File: src/rtl/imem_dmem_arbiter_if.sv
// Bus bundle for imem_dmem_arbiter: fetch port, load/store port and memory side.
// The slave modport is the arbiter's view; master is the surrounding core/memory.
interface imem_dmem_arbiter_if #(
  parameter int AW = 32,
  parameter int DW = 32
);
  logic          if_req_valid;
  logic          if_req_ready;
  logic [AW-1:0] if_req_addr;
  logic          if_rsp_valid;
  logic [DW-1:0] if_rsp_data;
  logic          if_rsp_err;

  logic          d_req_valid;
  logic          d_req_ready;
  logic          d_req_we;
  logic [AW-1:0] d_req_addr;
  logic [DW-1:0] d_req_wdata;
  logic          d_rsp_valid;
  logic [DW-1:0] d_rsp_data;
  logic          d_rsp_err;

  logic          mem_req;
  logic          mem_we;
  logic [AW-1:0] mem_addr;
  logic [DW-1:0] mem_wdata;
  logic          mem_ack;
  logic          mem_rvalid;
  logic [DW-1:0] mem_rdata;

  modport slave (
    input  if_req_valid, if_req_addr,
    input  d_req_valid, d_req_we, d_req_addr, d_req_wdata,
    input  mem_ack, mem_rvalid, mem_rdata,
    output if_req_ready, if_rsp_valid, if_rsp_data, if_rsp_err,
    output d_req_ready, d_rsp_valid, d_rsp_data, d_rsp_err,
    output mem_req, mem_we, mem_addr, mem_wdata
  );

  modport master (
    output if_req_valid, if_req_addr,
    output d_req_valid, d_req_we, d_req_addr, d_req_wdata,
    output mem_ack, mem_rvalid, mem_rdata,
    input  if_req_ready, if_rsp_valid, if_rsp_data, if_rsp_err,
    input  d_req_ready, d_rsp_valid, d_rsp_data, d_rsp_err,
    input  mem_req, mem_we, mem_addr, mem_wdata
  );
endinterface

File: src/rtl/imem_dmem_arbiter.sv
// Shares one single-port memory between fetch (I) and load/store (D) requesters,
// one transaction at a time, with a WAIT watchdog. Define ARB_RR_EN for round-robin.
module imem_dmem_arbiter #(
  parameter int AW      = 32,
  parameter int DW      = 32,
  parameter int TIMEOUT = 15
) (
  input logic               clk,
  input logic               reset,
  imem_dmem_arbiter_if.slave bus
);

  localparam int             WDW     = $clog2(TIMEOUT + 1);
  localparam logic [WDW-1:0] WD_LAST = WDW'(TIMEOUT - 1);

  typedef enum logic [1:0] {S_IDLE, S_ISSUE, S_WAIT} state_e;
  typedef enum logic       {OWN_I = 1'b0, OWN_D = 1'b1} owner_e;

  state_e         state_q, state_d;
  owner_e         owner_q, owner_d;
  logic [AW-1:0]  addr_q, addr_d;
  logic           we_q, we_d;
  logic [DW-1:0]  wdata_q, wdata_d;
  logic [WDW-1:0] wd_q, wd_d;

  logic           if_rsp_valid_q, if_rsp_valid_d;
  logic           if_rsp_err_q, if_rsp_err_d;
  logic [DW-1:0]  if_rsp_data_q, if_rsp_data_d;
  logic           d_rsp_valid_q, d_rsp_valid_d;
  logic           d_rsp_err_q, d_rsp_err_d;
  logic [DW-1:0]  d_rsp_data_q, d_rsp_data_d;

  logic           grant_i, grant_d;
  logic           if_ready, d_ready, accept;
  logic           mem_req, mem_we;
  logic [AW-1:0]  mem_addr;
  logic [DW-1:0]  mem_wdata;
  logic           rsp_fire;
  logic [DW-1:0]  rsp_data;

`ifdef ARB_RR_EN
  owner_e rr_last_q, rr_last_d;

  // On a conflict the port that was not served last wins.
  always_comb begin
    grant_d = bus.d_req_valid && (!bus.if_req_valid || rr_last_q == OWN_I);
    grant_i = bus.if_req_valid && !grant_d;
  end

  always_comb begin
    rr_last_d = rr_last_q;
    if (accept) rr_last_d = d_ready ? OWN_D : OWN_I;
  end

  always_ff @(posedge clk or negedge reset) begin
    if (!reset) rr_last_q <= OWN_D;
    else        rr_last_q <= rr_last_d;
  end
`else
  always_comb begin
    grant_d = bus.d_req_valid;
    grant_i = bus.if_req_valid && !bus.d_req_valid;
  end
`endif

  // NOTE: state and datapath registers use non-blocking assignments so every
  // flop samples the pre-edge values of its neighbours.
  always_ff @(posedge clk or negedge reset) begin
    if (!reset) state_q <= S_IDLE;
    else        state_q <= state_d;
  end

  // NOTE: every combinational output gets a default first, so no path leaves
  // a signal unassigned and no latch is inferred.
  always_comb begin
    state_d = state_q;
    case (state_q)
      S_IDLE:  if (accept) state_d = S_ISSUE;
      S_ISSUE: if (bus.mem_ack) state_d = S_WAIT;
      S_WAIT:  if (bus.mem_rvalid || wd_q == WD_LAST) state_d = S_IDLE;
      default: state_d = S_IDLE;
    endcase
  end

  // Ready is withheld while reset is asserted so all outputs read 0 in reset.
  always_comb begin
    if_ready  = 1'b0;
    d_ready   = 1'b0;
    mem_req   = 1'b0;
    mem_we    = 1'b0;
    mem_addr  = '0;
    mem_wdata = '0;
    case (state_q)
      S_IDLE: begin
        if_ready = reset && grant_i;
        d_ready  = reset && grant_d;
      end
      S_ISSUE: begin
        mem_req   = 1'b1;
        mem_we    = we_q;
        mem_addr  = addr_q;
        mem_wdata = wdata_q;
      end
      default: ;
    endcase
  end

  assign accept = if_ready || d_ready;

  always_comb begin
    owner_d = owner_q;
    addr_d  = addr_q;
    we_d    = we_q;
    wdata_d = wdata_q;
    if (accept) begin
      owner_d = d_ready ? OWN_D : OWN_I;
      addr_d  = d_ready ? bus.d_req_addr : bus.if_req_addr;
      we_d    = d_ready && bus.d_req_we;
      wdata_d = d_ready ? bus.d_req_wdata : '0;
    end
    // Watchdog counts WAIT cycles already spent; zero everywhere else.
    wd_d = (state_q == S_WAIT && state_d == S_WAIT) ? wd_q + WDW'(1) : '0;

    rsp_fire = (state_q == S_WAIT) && (state_d == S_IDLE);
    rsp_data = (bus.mem_rvalid && !we_q) ? bus.mem_rdata : '0;

    if_rsp_valid_d = rsp_fire && owner_q == OWN_I;
    if_rsp_err_d   = if_rsp_valid_d && !bus.mem_rvalid;
    if_rsp_data_d  = if_rsp_valid_d ? rsp_data : '0;
    d_rsp_valid_d  = rsp_fire && owner_q == OWN_D;
    d_rsp_err_d    = d_rsp_valid_d && !bus.mem_rvalid;
    d_rsp_data_d   = d_rsp_valid_d ? rsp_data : '0;
  end

  always_ff @(posedge clk or negedge reset) begin
    if (!reset) begin
      owner_q        <= OWN_I;
      addr_q         <= '0;
      we_q           <= 1'b0;
      wdata_q        <= '0;
      wd_q           <= '0;
      if_rsp_valid_q <= 1'b0;
      if_rsp_err_q   <= 1'b0;
      if_rsp_data_q  <= '0;
      d_rsp_valid_q  <= 1'b0;
      d_rsp_err_q    <= 1'b0;
      d_rsp_data_q   <= '0;
    end else begin
      owner_q        <= owner_d;
      addr_q         <= addr_d;
      we_q           <= we_d;
      wdata_q        <= wdata_d;
      wd_q           <= wd_d;
      if_rsp_valid_q <= if_rsp_valid_d;
      if_rsp_err_q   <= if_rsp_err_d;
      if_rsp_data_q  <= if_rsp_data_d;
      d_rsp_valid_q  <= d_rsp_valid_d;
      d_rsp_err_q    <= d_rsp_err_d;
      d_rsp_data_q   <= d_rsp_data_d;
    end
  end

  assign bus.if_req_ready = if_ready;
  assign bus.d_req_ready  = d_ready;
  assign bus.mem_req      = mem_req;
  assign bus.mem_we       = mem_we;
  assign bus.mem_addr     = mem_addr;
  assign bus.mem_wdata    = mem_wdata;
  assign bus.if_rsp_valid = if_rsp_valid_q;
  assign bus.if_rsp_err   = if_rsp_err_q;
  assign bus.if_rsp_data  = if_rsp_data_q;
  assign bus.d_rsp_valid  = d_rsp_valid_q;
  assign bus.d_rsp_err    = d_rsp_err_q;
  assign bus.d_rsp_data   = d_rsp_data_q;

endmodule

File: src/flat_wrapper.sv
// flat-port wrapper written by rule: the top's interface ports become plain ports
module imem_dmem_arbiter_flat 
#(
  parameter int AW      = 32,
  parameter int DW      = 32,
  parameter int TIMEOUT = 15
)
  (clk, reset, bus_if_req_valid, bus_if_req_addr, bus_d_req_valid, bus_d_req_we, bus_d_req_addr, bus_d_req_wdata, bus_mem_ack, bus_mem_rvalid, bus_mem_rdata, bus_if_req_ready, bus_if_rsp_valid, bus_if_rsp_data, bus_if_rsp_err, bus_d_req_ready, bus_d_rsp_valid, bus_d_rsp_data, bus_d_rsp_err, bus_mem_req, bus_mem_we, bus_mem_addr, bus_mem_wdata);
  imem_dmem_arbiter_if #(.AW(AW), .DW(DW)) bus_i ();
  input logic clk;
  input logic reset;
  input wire logic [$bits(bus_i.if_req_valid)-1:0] bus_if_req_valid;
  input wire logic [$bits(bus_i.if_req_addr)-1:0] bus_if_req_addr;
  input wire logic [$bits(bus_i.d_req_valid)-1:0] bus_d_req_valid;
  input wire logic [$bits(bus_i.d_req_we)-1:0] bus_d_req_we;
  input wire logic [$bits(bus_i.d_req_addr)-1:0] bus_d_req_addr;
  input wire logic [$bits(bus_i.d_req_wdata)-1:0] bus_d_req_wdata;
  input wire logic [$bits(bus_i.mem_ack)-1:0] bus_mem_ack;
  input wire logic [$bits(bus_i.mem_rvalid)-1:0] bus_mem_rvalid;
  input wire logic [$bits(bus_i.mem_rdata)-1:0] bus_mem_rdata;
  output wire logic [$bits(bus_i.if_req_ready)-1:0] bus_if_req_ready;
  output wire logic [$bits(bus_i.if_rsp_valid)-1:0] bus_if_rsp_valid;
  output wire logic [$bits(bus_i.if_rsp_data)-1:0] bus_if_rsp_data;
  output wire logic [$bits(bus_i.if_rsp_err)-1:0] bus_if_rsp_err;
  output wire logic [$bits(bus_i.d_req_ready)-1:0] bus_d_req_ready;
  output wire logic [$bits(bus_i.d_rsp_valid)-1:0] bus_d_rsp_valid;
  output wire logic [$bits(bus_i.d_rsp_data)-1:0] bus_d_rsp_data;
  output wire logic [$bits(bus_i.d_rsp_err)-1:0] bus_d_rsp_err;
  output wire logic [$bits(bus_i.mem_req)-1:0] bus_mem_req;
  output wire logic [$bits(bus_i.mem_we)-1:0] bus_mem_we;
  output wire logic [$bits(bus_i.mem_addr)-1:0] bus_mem_addr;
  output wire logic [$bits(bus_i.mem_wdata)-1:0] bus_mem_wdata;
  assign bus_i.if_req_valid = bus_if_req_valid;
  assign bus_i.if_req_addr = bus_if_req_addr;
  assign bus_i.d_req_valid = bus_d_req_valid;
  assign bus_i.d_req_we = bus_d_req_we;
  assign bus_i.d_req_addr = bus_d_req_addr;
  assign bus_i.d_req_wdata = bus_d_req_wdata;
  assign bus_i.mem_ack = bus_mem_ack;
  assign bus_i.mem_rvalid = bus_mem_rvalid;
  assign bus_i.mem_rdata = bus_mem_rdata;
  assign bus_if_req_ready = bus_i.if_req_ready;
  assign bus_if_rsp_valid = bus_i.if_rsp_valid;
  assign bus_if_rsp_data = bus_i.if_rsp_data;
  assign bus_if_rsp_err = bus_i.if_rsp_err;
  assign bus_d_req_ready = bus_i.d_req_ready;
  assign bus_d_rsp_valid = bus_i.d_rsp_valid;
  assign bus_d_rsp_data = bus_i.d_rsp_data;
  assign bus_d_rsp_err = bus_i.d_rsp_err;
  assign bus_mem_req = bus_i.mem_req;
  assign bus_mem_we = bus_i.mem_we;
  assign bus_mem_addr = bus_i.mem_addr;
  assign bus_mem_wdata = bus_i.mem_wdata;
  imem_dmem_arbiter #(.AW(AW), .DW(DW), .TIMEOUT(TIMEOUT)) u_core (.clk(clk), .reset(reset), .bus(bus_i));
endmodule
File: config.mk
export PLATFORM = sky130hd
export DESIGN_NAME = imem_dmem_arbiter_flat
export DESIGN_NICKNAME = d
export VERILOG_FILES = /design/src/rtl/imem_dmem_arbiter_if.sv /design/src/rtl/imem_dmem_arbiter.sv /design/src/flat_wrapper.sv
export SDC_FILE = /design/constraint.sdc
export NUM_CORES = 1
export LEC_CHECK = 0
export ABC_AREA = 0
export BUFFER_PORTS_ARGS = -buffer_cell sky130_fd_sc_hd__buf_4
export CORE_MARGIN = 2
export CORE_UTILIZATION = 40
export CTS_BUF_LIST = sky130_fd_sc_hd__clkbuf_8
export DETAILED_ROUTE_END_ITERATION = 12
export GPL_TIMING_DRIVEN = 0
export HOLD_SLACK_MARGIN = 0.03
export PLACE_DENSITY = 0.73
export SLEW_MARGIN = 5
export SYNTH_ARGS = -nofsm -noshare
export SYNTH_HDL_FRONTEND = slang
export SYNTH_SLANG_ARGS = --single-unit
File: constraint.sdc
create_clock -name clk -period 1.31 [get_ports clk]
set_clock_uncertainty 0.05 [all_clocks]
set_input_delay 0.0655 -clock clk [delete_from_list [all_inputs] [get_ports clk]]
set_output_delay 0.0655 -clock clk [all_outputs]
set_load 0.005 [all_outputs]
==> results of run 1 <==
placed cells by master, fill, tap and decap left out, types with 2 or more instances in the layout:
cell | synthesis | final
a32oi_1 | 31 | 31
buf_2 | 12 | 2
dlygate4sd3_1 | 0 | 133
a22oi_2 | 1 | 32
and2_1 | 130 | 48
nor2_1 | 7 | 6
buf_12 | 0 | 5
clkbuf_1 | 21 | 6
nand3_1 | 2 | 2
buf_6 | 1 | 49
buf_8 | 3 | 18
inv_1 | 2 | 3
nand2_2 | 0 | 2
buf_4 | 0 | 253
and4bb_4 | 0 | 2
clkinv_4 | 0 | 4
clkbuf_8 | 0 | 18
and2_4 | 0 | 82
a22o_1 | 33 | 33
clkinvlp_4 | 0 | 2
clkbuf_16 | 0 | 2
clkbuf_4 | 0 | 3
dfrtp_1 | 140 | 139
nand2_1 | 36 | 34
bufinv_16 | 0 | 5
routing by layer:
| metal | GRT usage [%] | up-vias |
|---|---|---|
| li1 | - | 2560 |
| met1 | 31.1 | 2890 |
| met2 | 52.1 | 263 |
| met3 | 9.32 | 46 |
| met4 | 11.4 | 0 |
| met5 | 0 | - |
Yosys cell counts:
cell / number / area (µm²)
nand3_1: 2 / 10.0
and4bb_2: 3 / 37.5
clkinv_1: 1 / 3.75
a31oi_1: 1 / 6.26
nor3b_1: 1 / 7.51
o21ai_1: 1 / 5.00
and4b_1: 1 / 10.0
nand2_1: 36 / 135
nor2_1: 7 / 26.3
ha_1: 2 / 25.0
nor3_1: 2 / 10.0
a22oi_1: 31 / 233
o22ai_1: 1 / 6.26
or3b_1: 1 / 8.76
nand4_1: 1 / 6.26
clkbuf_1: 21 / 78.8
xnor2_1: 1 / 8.76
inv_1: 2 / 7.51
buf_6: 1 / 11.3
buf_8: 3 / 45.0
nand2b_1: 2 / 12.5
a32oi_1: 31 / 272
and2b_2: 2 / 17.5
and2_1: 130 / 813
buf_2: 12 / 60.1
a22oi_2: 1 / 12.5
xor2_1: 1 / 8.76
dfrtp_1: 140 / 3500
a22o_1: 33 / 289
cells by family (layout without fill, tap and decap cells):
kind of cell               Yosys count  in the layout  share of synthesized area [%]
DFF                                140            140                           61.8
AOI/OAI and AO/OA                   99             99                           14.5
and+or+nand+nor                    188            188                           19.3
xor gates and xnor gates             2              2                          0.309
buffers and inverters               40            508                           3.64
adders and majority gates            2              2                          0.441
area by class of cell:
| type | instances | share of cell area, % |
|---|---|---|
| Multi-Input combinational cell | 291 | 22.1 |
| Clock inverter | 14 | 2.00 |
| Timing Repair Buffer | 439 | 35.8 |
| Tap cell | 180 | 2.06 |
| Clock buffer | 18 | 2.27 |
| Inverter | 3 | 0.103 |
| Buffer | 34 | 3.54 |
| Sequential cell | 140 | 32.1 |
per-stage QoR:
stage          total power, mW  setup WS (ns)  setup TNS (ns)
2_1_floorplan             8.82        -0.0991           -3.36
3_3_place_gp              10.9          -1.46         -187.23
3_5_place_dp              11.1         -0.520          -62.46
4_1_cts                   16.7         -0.545          -68.08
5_1_grt                   18.2         -0.587          -74.04
6_report                  17.4         -0.524          -63.90
power by group:
part           total, mW  internal (mW)  switching (mW)
sequential          6.38           5.47           0.913
clock               4.11           2.32            1.79
combinational       6.93           4.23            2.69
total               17.4           12.0            5.39
sequential cells by signal (all words and copies together) (netlist names):
name                     flops
u_core.bus.if_rsp_data      32
u_core.bus.if_rsp_err        1
u_core.state_q               2
u_core.owner_q               1
u_core.wdata_q              32
u_core.bus.d_rsp_valid       1
u_core.addr_q               32
u_core.we_q                  1
u_core.bus.if_rsp_valid      1
u_core.bus.d_rsp_err         1
u_core.wd_q                  4
u_core.bus.d_rsp_data       32
timing repair:
action                                  CTS  global route
buffers inserted                         16            11
pin swaps                                55            34
hold endpoints to repair                270            48
resized for setup                       156            87
endpoints found under the setup margin  198           208
cloned                                   10             3
worst paths after layout:
check	startpoint	end	slack, ns	depth (start not counted)
worst max-delay path	u_core.state_q[1]	bus_mem_addr[1]	-0.52	5
worst min-delay path	reset	u_core.addr_q[11]	-0.49	1
worst max register to register	u_core.state_q[0]	u_core.addr_q[12]	-0.44	6
worst min register to register	u_core.wdata_q[1]	u_core.wdata_q[1]	0.45	1
max in group asynchronous	reset	u_core.owner_q	0.86	2
min in group clk	bus_d_req_valid	u_core.addr_q[0]	0.07	4
==> results.md, run 1 <==
- DRT iter0 DRCs: 265
- Crit path required time: 1.19 ns
- Placed cell area: 8100 µm²
- Layout Nets: 1063
- Sequential cell area: 3500 µm²
- Total die area: 15100 µm²
- Antenna Cells: 0
- Global Route Usage Sum: 28.8%
- Highest routed layer: met4
- Critical Path, Cell by Cell: and2b_4 > clkbuf_16 > buf_6 > and2_4 > buf_6
- Violated checks: hold timing, setup timing
- CTS tree: done
- Met3 Wirelength: 1750 µm
- Site Rows: 43
- Die Y: 123 µm
- Hold Crit Class: input pin to async pin
- CP delay by family, top: simple AND/OR/NAND/NOR gates
- DP HPWL: 12700 µm
- Post-DR wirelength/cell: 20.1 µm
- Metal-1 WL: 8240 µm
- Post-Synthesis Mean Instance Area: 12.0 µm²
- CTS Hold Bufs: 133
- CP max stage delay: 0.42 ns
- H-tree level count: 4
- Number of distinct library cells after synthesis: 29
- Number of buffers created by CTS: 17
- Initial Util: 40.9%
- Slew @ Worst Pin: 0.514 ns
- Area grow syn2layout: 92.4%
- Fin. Hold Viols: 70
- CTS clk-pin slew, worst paths: 0.09 ns
- Clock Tree Buf Depth: 2
- Inst Count DP: 922
- Layout Cells excl Fill: 1119
- Largest net degree at the start of global routing: 93
- Status: finished, violations left
- Mapped Cells: 471
- Crit. End Element: output port
- Area occupied by multi-input gates: 2410 µm²
- Synth Net Count: 608
- IO Pins: 271
- Critical path fanouts, max: 8
- Worst VDD drop: 1020 µV
- CP arrival: 1.72 ns
- Most used cell along the critical path: buf_6
- Vias in the first global route: 6326
- DRC: 0
- Minimum hold slack: -0.490 ns
- Leak: 5.45 nW
- Post-Route Utilization: 78.6%
- Fmax: 0.545 GHz
- Root buffer cell: clkbuf_8
- Total vias in the final route: 5759
- Yosys reg bits: 140
- Initial antenna violation count: 0
- Seq/Total Area, Yosys: 61.8%
- Layout cells sized above 1: 53.0%
- Die width: 123 µm
- First-pass GRT wire length: 32700 µm
- CP Class: flip-flop to output port
- Slowest-stage cell, CP: dfrtp_1
- Pwr/cell area: 1600 nW/µm²
- Clock insertion delay at the later pin of the skew report: 0.44 ns
- Antenna-violating nets left: 0
- Setup violations, final: 200
- Routed vias/inst: 5.15
- Setup slack after layout: -0.524 ns
- Mapped Area: 5670 µm²
- Tcrit/Tclk final: 140%
- Clock Sink Count: 140
- Final Cell Area: 10900 µm²
- MaxCap Viol Count: 0
- Final Max Slew Viols: 0
- RSZ-0062 raised after global routing: true
- Ys Warns: 0
- First-pass iteration count of the detailed router: 4
- Slew HR: 65.8%
- FILL cells: 791
- Crit start category: flip-flop
- Port bufs: 270
- CORE AREA: 13900 µm²
- WP buf/inv: 3
- Grt ovf: 0
- Min cycle time layout: 1.83 ns
- Wire length on met2: 11900 µm
- Gpl congestion: 0.823
- Routed wire length: 22500 µm
(Power assumes the default switching activity.)
==> inputs of run 2 (changes only) <==
--- a/config.mk
+++ b/config.mk
@@ -12,8 +12,7 @@
 export CTS_BUF_LIST = sky130_fd_sc_hd__clkbuf_8
 export DETAILED_ROUTE_END_ITERATION = 12
 export GPL_TIMING_DRIVEN = 0
-export HOLD_SLACK_MARGIN = 0.03
-export PLACE_DENSITY = 0.73
+export PLACE_DENSITY = 0.76
 export SLEW_MARGIN = 5
 export SYNTH_ARGS = -nofsm -noshare
 export SYNTH_HDL_FRONTEND = slang
==> run 2 against run 1 <==
Compared with the run above: the run still ends with hold timing, setup timing left; die area did not move; worst setup slack better by 0.054 ns; non-clock buffer count is 6 higher; sequential cell count stayed put; register-to-register slack better by 0.04 ns; clock-buffer cell count grew 1; maximum frequency rose by 3.0%; routed wire length is 3.5% higher; worst hold slack gained 0.032 ns; cell area is 0.65% higher; sequential power is essentially flat.
==> results.md, run 2 (synthesis results as in run 1) <==
- Status: finished, violations left (unchanged)
- Violated checks: hold timing, setup timing (unchanged)
- Layout Nets: 1069 (was 1063)
- Clock insertion delay at the later pin of the skew report: 0.43 ns (was 0.44 ns)
- Final Cell Area: 11000 µm² (was 10900 µm²)
- Clock Tree Buf Depth: 2 (unchanged)
- Pwr/cell area: 1560 nW/µm² (was 1600 nW/µm²)
- DP Worst Slack: -0.965 ns (was -0.520 ns)
- Post-Route Utilization: 79.1% (was 78.6%)
- Port bufs: 270 (unchanged)
- Fin. Hold Viols: 94 (was 70)
- CTS clk-pin slew, worst paths: 0.08 ns (was 0.09 ns)
- Slew HR: 60.9% (was 65.8%)
- Total vias in the final route: 5848 (was 5759)
- First-pass iteration count of the detailed router: 5 (was 4)
- Largest net degree at the start of global routing: 55 (was 93)
- Inst Count DP: 922 (unchanged)
- Worst VDD drop: 928 µV (was 1020 µV)
- First-pass GRT wire length: 31600 µm (was 32700 µm)
- FILL cells: 798 (was 791)
- Root buffer cell: clkbuf_8 (unchanged)
- Fmax: 0.562 GHz (was 0.545 GHz)
- Grt ovf: 0 (unchanged)
- Crit path required time: 1.19 ns (about the same)
- CTS Hold Bufs: 132 (was 133)
- Crit. End Element: output port (unchanged)
- Final Max Slew Viols: 0 (unchanged)
- Tcrit/Tclk final: 136% (was 140%)
- Routed wire length: 23300 µm (was 22500 µm)
- Minimum hold slack: -0.458 ns (was -0.490 ns)
- IO Pins: 271 (unchanged)
- Die width: 123 µm (unchanged)
- Area grow syn2layout: 93.7% (was 92.4%)
- CP arrival: 1.67 ns (was 1.72 ns)
- DRT iter0 DRCs: 332 (was 265)
- Vias in the first global route: 6098 (was 6326)
- Most common cell after layout, fill and taps aside: buf_4 (unchanged)
- Min cycle time layout: 1.78 ns (was 1.83 ns)
- Layout cells sized above 1: 54.0% (was 53.0%)
- CTS tree: done (unchanged)
- Crit start category: flip-flop (unchanged)
- RSZ-0062 raised after global routing: true (unchanged)
- Gpl congestion: 0.809 (was 0.823)
- Total die area: 15100 µm² (unchanged)
- Layout Cells excl Fill: 1125 (was 1119)
- Clock Sink Count: 140 (unchanged)
- Initial Util: 40.9% (unchanged)
- Slew @ Worst Pin: 0.587 ns (was 0.514 ns)
- Tot Pwr: 17.1 mW (was 17.4 mW)
- CP Class: flip-flop to output port (unchanged)
- Antenna Cells: 0 (unchanged)
- Site Rows: 43 (unchanged)
- Leak: 5.50 nW (was 5.45 nW)
- Fin Setup TNS: -73.01 ns (was -63.90 ns)
- Post-DR wirelength/cell: 20.7 µm (was 20.1 µm)
- Hold Crit Class: input pin to async pin (unchanged)
- Die Y: 123 µm (unchanged)
- CORE AREA: 13900 µm² (unchanged)
- Most frequent cells in the layout: buf_4 (252), dfrtp_1 (140), dlygate4sd3_1 (132) (was buf_4 (253), dfrtp_1 (139), dlygate4sd3_1 (133))
- Antenna-violating nets left: 0 (unchanged)
- DRC: 0 (unchanged)
- Placed cell area: 8100 µm² (unchanged)
- Global Route Usage Sum: 27.5% (was 28.8%)
- Initial antenna violation count: 0 (unchanged)
- Routed vias/inst: 5.20 (was 5.15)
- Setup slack after layout: -0.471 ns (was -0.524 ns)
- Critical path fanouts, max: 7 (was 8)
- DP HPWL: 12800 µm (was 12700 µm)
- MaxCap Viol Count: 0 (unchanged)
- Setup violations, final: 199 (was 200)
- H-tree level count: 4 (unchanged)
- Number of buffers created by CTS: 17 (unchanged)
run 2: repair_timing:
action	in CTS	in global routing
buffers inserted	19	8
pin swaps	56	42
gates cloned	6	9
endpoints found under the setup margin	196	208
resized for setup	158	85
hold endpoints to repair	231	52
run 2: worst paths after layout:
check	start	endpoint	slack (ns)	depth (start not counted)
worst max-delay path	u_core.state_q[1]	bus_mem_addr[1]	-0.47	5
worst min-delay path	reset	u_core.addr_q[5]	-0.46	1
worst max register to register	u_core.state_q[1]	u_core.addr_q[18]	-0.40	7
worst min register to register	u_core.wd_q[0]	u_core.wd_q[0]	0.44	1
max in group asynchronous	reset	u_core.wd_q[1]	0.89	2
min in group clk	bus_d_req_valid	u_core.addr_q[1]	0.08	4
run 2: worst max-delay path, stage by stage (launching register included):
cell and delay (ns):
dfrtp_1 0.39, and2b_4 0.30, clkbuf_16 0.18, buf_8 0.11, and2_4 0.14, buf_6 0.10
run 2: per-layer routing:
| metal | vias up | track usage, % | wire [µm] |
|---|---|---|---|
| li1 | 2579 | - | - |
| met1 | 2897 | 30.4 | 8390 |
| met2 | 314 | 48.6 | 12300 |
| met3 | 58 | 9.41 | 2020 |
| met4 | 0 | 10.6 | 586 |
| met5 | - | 0 | 0 |
run 2: cell type report:
class | count | area (µm²) | area share [%]
plain buffers | 34 | 387 | 3.52
clock buffers | 19 | 262 | 2.38
clock inverters | 13 | 141 | 1.29
inverters | 3 | 11.3 | 0.103
multi-input cells | 291 | 2420 | 22.0
flip-flops and latches | 140 | 3500 | 31.9
well taps | 180 | 225 | 2.05
repair buffers | 445 | 4030 | 36.7
run 2: power by group:
part	internal, mW	switching [mW]	leakage [nW]
Combinational	4.38	2.77	3.47
Sequential	5.47	0.928	1.84
Clock	1.80	1.74	0.192
